## src/rtl/alu_mdu_seq.sv

```systemverilog
// Multi-cycle execute unit: one-cycle integer ALU ops plus iterative RV32M
// multiply (shift-add) and divide (restoring), one bit per cycle.
//
// state | meaning
// IDLE  | ready for a new operation
// CALC  | one multiply/divide step per cycle, DATA_WIDTH steps
// FIXUP | sign correction and half/quotient/remainder select
// DONE  | result valid, waiting for out_ready
module alu_mdu_seq #(
    parameter int DATA_WIDTH    = 32,
    parameter int OPCODE_LENGTH = 5
) (
    input  logic                     clk,
    input  logic                     reset,
    input  logic                     flush,
    input  logic                     in_valid,
    output logic                     in_ready,
    input  logic [DATA_WIDTH-1:0]    SrcA,
    input  logic [DATA_WIDTH-1:0]    SrcB,
    input  logic [OPCODE_LENGTH-1:0] Operation,
    output logic                     out_valid,
    input  logic                     out_ready,
    output logic [DATA_WIDTH-1:0]    ALUResult,
    output logic                     busy
);
    localparam int W   = DATA_WIDTH;
    localparam int SHW = $clog2(DATA_WIDTH);
    localparam int CW  = SHW + 1;
    localparam logic [CW-1:0] LAST_STEP = CW'(W - 1);

    typedef enum logic [1:0] {IDLE, CALC, FIXUP, DONE} state_t;

    state_t          state_q, state_d;
    logic [W-1:0]    result_q, result_d;
    logic [W-1:0]    acc_q, acc_d;
    logic [W-1:0]    lo_q, lo_d;
    logic [W-1:0]    opb_q, opb_d;
    logic [CW-1:0]   cnt_q, cnt_d;
    logic [2:0]      op_q, op_d;
    logic            neg_q, neg_d;

    logic [4:0]      op5;
    logic            accept, is_iter;
    logic [W-1:0]    alu_res;
    logic [SHW-1:0]  shamt;
    logic            a_sgn, b_sgn, a_neg, b_neg, b_zero, neg_res;
    logic [W-1:0]    a_mag, b_mag;
    logic [W:0]      mul_sum, div_shift, div_diff;
    logic [2*W-1:0]  prod;
    logic [W-1:0]    div_sel, fix_res;

    assign op5     = Operation[4:0];
    assign accept  = in_valid && in_ready && !flush;
    assign is_iter = op5[4] && !op5[3];
    assign shamt   = SrcB[SHW-1:0];

    always_comb begin
        alu_res = '0;
        if (!op5[4]) begin
            case (op5[3:0])
                4'b0000: alu_res = SrcA & SrcB;
                4'b0001: alu_res = SrcA | SrcB;
                4'b0010: alu_res = SrcA + SrcB;
                4'b0011: alu_res = SrcA ^ SrcB;
                4'b0110: alu_res = SrcA - SrcB;
                4'b0100: alu_res = W'(SrcA < SrcB);
                4'b1000: alu_res = W'(SrcA == SrcB);
                4'b1100: alu_res = W'($signed(SrcA) < $signed(SrcB));
                4'b1101: alu_res = SrcA << shamt;
                4'b1110: alu_res = SrcA >> shamt;
                4'b1111: alu_res = $signed(SrcA) >>> shamt;
                default: alu_res = '0;
            endcase
        end
    end

    // Operands are iterated as magnitudes; the result sign is restored in FIXUP.
    // A zero divisor keeps the quotient positive so DIV by 0 stays all-ones.
    always_comb begin
        a_sgn   = (op5[2:0] == 3'b001) || (op5[2:0] == 3'b010) ||
                  (op5[2:0] == 3'b100) || (op5[2:0] == 3'b110);
        b_sgn   = (op5[2:0] == 3'b001) || (op5[2:0] == 3'b100) || (op5[2:0] == 3'b110);
        a_neg   = a_sgn && SrcA[W-1];
        b_neg   = b_sgn && SrcB[W-1];
        a_mag   = a_neg ? -SrcA : SrcA;
        b_mag   = b_neg ? -SrcB : SrcB;
        b_zero  = (SrcB == '0);
        case (op5[2:0])
            3'b001:  neg_res = a_neg ^ b_neg;
            3'b010:  neg_res = a_neg;
            3'b100:  neg_res = (a_neg ^ b_neg) && !b_zero;
            3'b110:  neg_res = a_neg;
            default: neg_res = 1'b0;
        endcase
    end

    always_comb begin
        mul_sum   = {1'b0, acc_q} + {1'b0, (lo_q[0] ? opb_q : '0)};
        div_shift = {acc_q, lo_q[W-1]};
        div_diff  = div_shift - {1'b0, opb_q};
        prod      = neg_q ? -{acc_q, lo_q} : {acc_q, lo_q};
        div_sel   = op_q[1] ? acc_q : lo_q;
        if (op_q[2]) begin
            fix_res = neg_q ? -div_sel : div_sel;
        end else begin
            fix_res = (op_q[1:0] == 2'b00) ? prod[W-1:0] : prod[2*W-1:W];
        end
    end

    always_comb begin
        state_d  = state_q;
        result_d = result_q;
        acc_d    = acc_q;
        lo_d     = lo_q;
        opb_d    = opb_q;
        cnt_d    = cnt_q;
        op_d     = op_q;
        neg_d    = neg_q;
        case (state_q)
            IDLE: begin
                if (accept) begin
                    if (is_iter) begin
                        op_d    = op5[2:0];
                        neg_d   = neg_res;
                        cnt_d   = '0;
                        acc_d   = '0;
                        lo_d    = op5[2] ? a_mag : b_mag;
                        opb_d   = op5[2] ? b_mag : a_mag;
                        state_d = CALC;
                    end else begin
                        result_d = alu_res;
                        state_d  = DONE;
                    end
                end
            end
            CALC: begin
                cnt_d = cnt_q + 1'b1;
                if (op_q[2]) begin
                    if (!div_diff[W]) begin
                        acc_d = div_diff[W-1:0];
                        lo_d  = {lo_q[W-2:0], 1'b1};
                    end else begin
                        acc_d = div_shift[W-1:0];
                        lo_d  = {lo_q[W-2:0], 1'b0};
                    end
                end else begin
                    acc_d = mul_sum[W:1];
                    lo_d  = {mul_sum[0], lo_q[W-1:1]};
                end
                if (cnt_q == LAST_STEP) state_d = FIXUP;
            end
            FIXUP: begin
                result_d = fix_res;
                state_d  = DONE;
            end
            DONE: begin
                if (out_ready) state_d = IDLE;
            end
            default: state_d = IDLE;
        endcase
        if (flush) begin
            state_d  = IDLE;
            cnt_d    = '0;
            result_d = result_q;
        end
    end

    always_ff @(posedge clk) begin
        if (reset) begin
            state_q  <= IDLE;
            result_q <= '0;
            acc_q    <= '0;
            lo_q     <= '0;
            opb_q    <= '0;
            cnt_q    <= '0;
            op_q     <= '0;
            neg_q    <= 1'b0;
        end else begin
            state_q  <= state_d;
            result_q <= result_d;
            acc_q    <= acc_d;
            lo_q     <= lo_d;
            opb_q    <= opb_d;
            cnt_q    <= cnt_d;
            op_q     <= op_d;
            neg_q    <= neg_d;
        end
    end

    assign in_ready  = (state_q == IDLE);
    assign out_valid = (state_q == DONE);
    assign busy      = (state_q == CALC) || (state_q == FIXUP);
    assign ALUResult = result_q;
endmodule
```

## config.mk

```make
export PLATFORM = sky130hd
export DESIGN_NAME = alu_mdu_seq
export DESIGN_NICKNAME = d
export VERILOG_FILES = /design/src/rtl/alu_mdu_seq.sv
export SDC_FILE = /design/constraint.sdc
export NUM_CORES = 1
export LEC_CHECK = 0
export CORE_UTILIZATION = 45
export CTS_CLUSTER_SIZE = 14
export DETAILED_ROUTE_END_ITERATION = 6
export DONT_BUFFER_PORTS = 1
export PLACE_DENSITY = 0.6
export SYNTH_ARGS = -nofsm -noshare
export SYNTH_HDL_FRONTEND = slang
export SYNTH_SLANG_ARGS = --single-unit
```

## constraint.sdc

```tcl
create_clock -name clk -period 7.7 [get_ports clk]
set_input_delay 0.385 -clock clk [delete_from_list [all_inputs] [get_ports clk]]
set_output_delay 0.385 -clock clk [all_outputs]
set_load 0.1 [all_outputs]
```

==> impl_metrics.json <==
{
  "synth_top_area_cell": "dfxtp_1",
  "p_seq_share_pct": 27.4,
  "rrSetupSlack_ns": 2.92,
  "tns_ns": 0,
  "clock_path_buffers": 2,
  "cts-resized-gates": 0,
  "portBuffers": 0,
  "cp_data_arrival_time_ns": 5.12,
  "worstSetupPathType": "reg2reg",
  "period_needed_ns": 4.78,
  "io_pins": 109,
  "synth_commonest_cells": "nor2_1, nand2_1, o21ai_0",
  "overflow": 0,
  "grt_pass1_vias": 25200,
  "synth_area_leaders": "dfxtp_1, ha_1, nor2_1, mux4_2, o21ai_0",
  "pwr-share-comb_pct": 44.7,
  "swShare_pct": 43.8,
  "synth_warnings": 0,
  "wirelength_um": 115000,
  "vias_per_cell": 6.91,
  "nets": 3392,
  "area_growth_pct": 3.19,
  "gp_congestion": 1.05,
  "dieArea_um2": 53400,
  "grt_pass1_wl_um": 167000,
  "nFillCells": 5273,
  "timing.rr.end": "acc_q[20]$_SDFFE_PP0P_",
  "root_buffer": "clkbuf_16",
  "placement_rows": 83,
  "startpoint_type": "flip-flop",
  "synth-main-ff-cell": "dfxtp_1",
  "core_area_um2": 51600,
  "antenna_found_initial": 1,
  "synth-seq-area-share_pct": 11.9,
  "ys_ff_latch": 140,
  "path_clk_slew_ns": 0.06,
  "worstHoldEndpoint": "lo_q[29]$_SDFFE_PP0P_",
  "die_h_um": 231,
  "peakVddDrop_uv": 167,
  "r2r_cells": 15,
  "synth_edf_count": 0,
  "drt-pass1-iter-count": 6,
  "cts_made_buffers": 17,
  "syn_inst": 3366,
  "final-setup-viol-count": 0,
  "syn_area_um2": 23600,
  "syn_avg_cell_area_um2": 7.02,
  "maxSlewHeadroom_pct": 7.08,
  "min_path_cells": 1,
  "dp_slack_ns": 2.96,
  "dr.first_iter.drc_count": 2929,
  "wire_per_inst_um": 30.0,
  "fin_skew_ns": 0.00710,
  "setup_slack_ns": 2.92,
  "grt_max_degree": 100,
  "drive_above_1_share_pct": 7.42,
  "rsz0062_at_grt": "no",
  "power_density_nw_per_um2": 129,
  "grt_usage_pct": 41.9,
  "hold_start": "reset",
  "cp.required_ns": 8.04,
  "hp-class": "in2reg",
  "max_freq_mhz": 209,
  "worst_r2r_startpoint": "lo_q[31]$_SDFFE_PP0P_",
  "tightest_slew_ns": 1.38,
  "slew_viol_final": 0,
  "start_util_pct": 45.8,
  "clock_latency_ns": 0.45,
  "dpl-instance-area_um2": 23700,
  "fin_area_um2": 24400,
  "synth.most_common_cell": "nor2_1",
  "h-tree-depth": 4,
  "clkPwrFrac_pct": 27.9,
  "cts_tree": "built",
  "power.leakage_nw": 9.27,
  "dr_total_vias": 26500,
  "drtAntennaViolNets": 0,
  "hold_viol": 0,
  "cts.sinks": 140,
  "post-dp-hpwl_um": 87000,
  "end_kind": "flip-flop",
  "status": "finished, final reports clean",
  "die_w_um": 231,
  "finalCritPeriodShare_pct": 62.1,
  "fin_total_pwr_mw": 3.15,
  "drc": 0,
  "async_reset_ff_share_pct": 0,
  "synth_top_area_share_pct": 11.9,
  "yosysUniqueCellTypes": 87,
  "synth_fp_nets": 3617,
  "p_switching_mw": 1.38,
  "cap_violations": 0,
  "cp_max_fo": 23,
  "p_int_mw": 1.77
}
-- state kept, by name (all words and copies together) (netlist names) --
| signal | count |
|---|---|
| ALUResult | 32 |
| acc_q | 32 |
| cnt_q | 6 |
| lo_q | 32 |
| neg_q | 1 |
| op_q | 3 |
| opb_q | 32 |
| state_q | 2 |
-- logic make-up after synthesis --
kind of cell    share of synthesized area (%)
compound gates                           29.3
xor+xnor                                 7.86
fa+ha+maj                                9.50
buf+inv                                  7.47
flops                                    11.9
mux                                      12.6
simple gates                             21.4
-- placed cells by master, fill, tap and decap left out, types with 12 or more instances in the layout --
cell type,instances
nor2_1,379
nand2_1,317
o21ai_0,258
a21oi_1,253
ha_1,172
inv_1,152
dfxtp_1,137
xnor2_1,137
mux2i_1,124
nor3_1,108
a211oi_1,89
xor2_1,73
nand3_1,61
mux4_2,59
buf_4,48
o211ai_1,46
a22oi_1,45
a31oi_1,43
o31ai_1,41
a21o_1,37
mux2_2,36
and3_1,34
nand4_1,29
or3_1,28
nor4_1,27
a221oi_1,25
o22ai_1,24
nand2b_1,23
o21bai_1,21
o21a_1,18
clkbuf_16,17
or4_1,16
nor2b_1,15
o221ai_1,14
or2_2,13
o41ai_1,13
a311oi_1,12
a221o_1,12
o311ai_0,12
-- power groups by stage --
stage / Sequential, mW / Clock (mW) / Combinational (mW)
2_1_floorplan: 0.846 / 0 / 1.03
3_3_place_gp: 0.875 / 0 / 1.35
3_5_place_dp: 0.876 / 0 / 1.35
4_1_cts: 0.860 / 0.883 / 1.36
5_1_grt: 0.864 / 0.910 / 1.49
6_report: 0.862 / 0.878 / 1.41
-- layout make-up --
| cell class | instances | area (um^2) | area share, % |
|---|---|---|---|
| antenna | 2 | 5.00 | 0.0205 |
| clock buffer | 18 | 439 | 1.80 |
| clock inverter | 14 | 169 | 0.693 |
| inverter | 158 | 593 | 2.43 |
| multi-input combinational | 2774 | 19100 | 78.5 |
| sequential | 140 | 2810 | 11.5 |
| tap | 680 | 851 | 3.49 |
| timing repair buffer | 50 | 380 | 1.56 |
-- per-stage QoR --
step	hold WS (ns)	utilization [%]	cells
after CTS	0.00192	47.2	3834
final	0.0310	47.2	3836
after detailed placement	0.441	46.0	3800
after global placement	0.437	46.0	3800
after global routing	0.0129	47.2	3836
after floorplan	0.432	-	3366
-- worst max-delay path, cell delays in order, from the launching register on --
cell and delay (ns):
dfxtp_1 0.50, inv_1 0.14, ha_1 0.24, inv_1 0.07
fa_1 0.21, a21o_1 0.16, a41oi_1 0.17, a31oi_2 0.38
o2bb2ai_1 0.23, a2bb2oi_1 0.44, a211o_1 0.22, a41o_1 0.31
xor2_4 0.46, buf_4 0.46, mux2_2 0.38, a221o_1 0.29
-- metal layers --
layer	up-vias	track usage (%)	routed length [um]
met5	-	0	0
met4	0	26.0	7850
met3	340	6.61	9270
met2	1438	69.0	52700
met1	12900	51.0	45100
li1	11900	-	-
-- what timing repair did --
action | CTS | global route
hold buffers | 2 | 0
hold endpoints to repair | 30 | 0
setup buffers | 0 | 0
-- how the worst max path moves through the flow --
| stage | endpoint | slack, ns | startpoint |
|---|---|---|---|
| 5_1_grt | acc_q[20]$_SDFFE_PP0P_ | 2.60 | lo_q[31]$_SDFFE_PP0P_ |
| 3_5_place_dp | acc_q[20]$_SDFFE_PP0P_ | 2.96 | lo_q[31]$_SDFFE_PP0P_ |
| 2_1_floorplan | ALUResult[30]$_SDFFE_PP0P_ | 3.70 | SrcB[2] |
| 3_3_place_gp | acc_q[20]$_SDFFE_PP0P_ | 2.99 | lo_q[31]$_SDFFE_PP0P_ |
| 6_report | acc_q[20]$_SDFFE_PP0P_ | 2.92 | lo_q[31]$_SDFFE_PP0P_ |
| 4_1_cts | acc_q[20]$_SDFFE_PP0P_ | 2.94 | lo_q[31]$_SDFFE_PP0P_ |
Note: power is estimated with default switching activity, not from simulation.
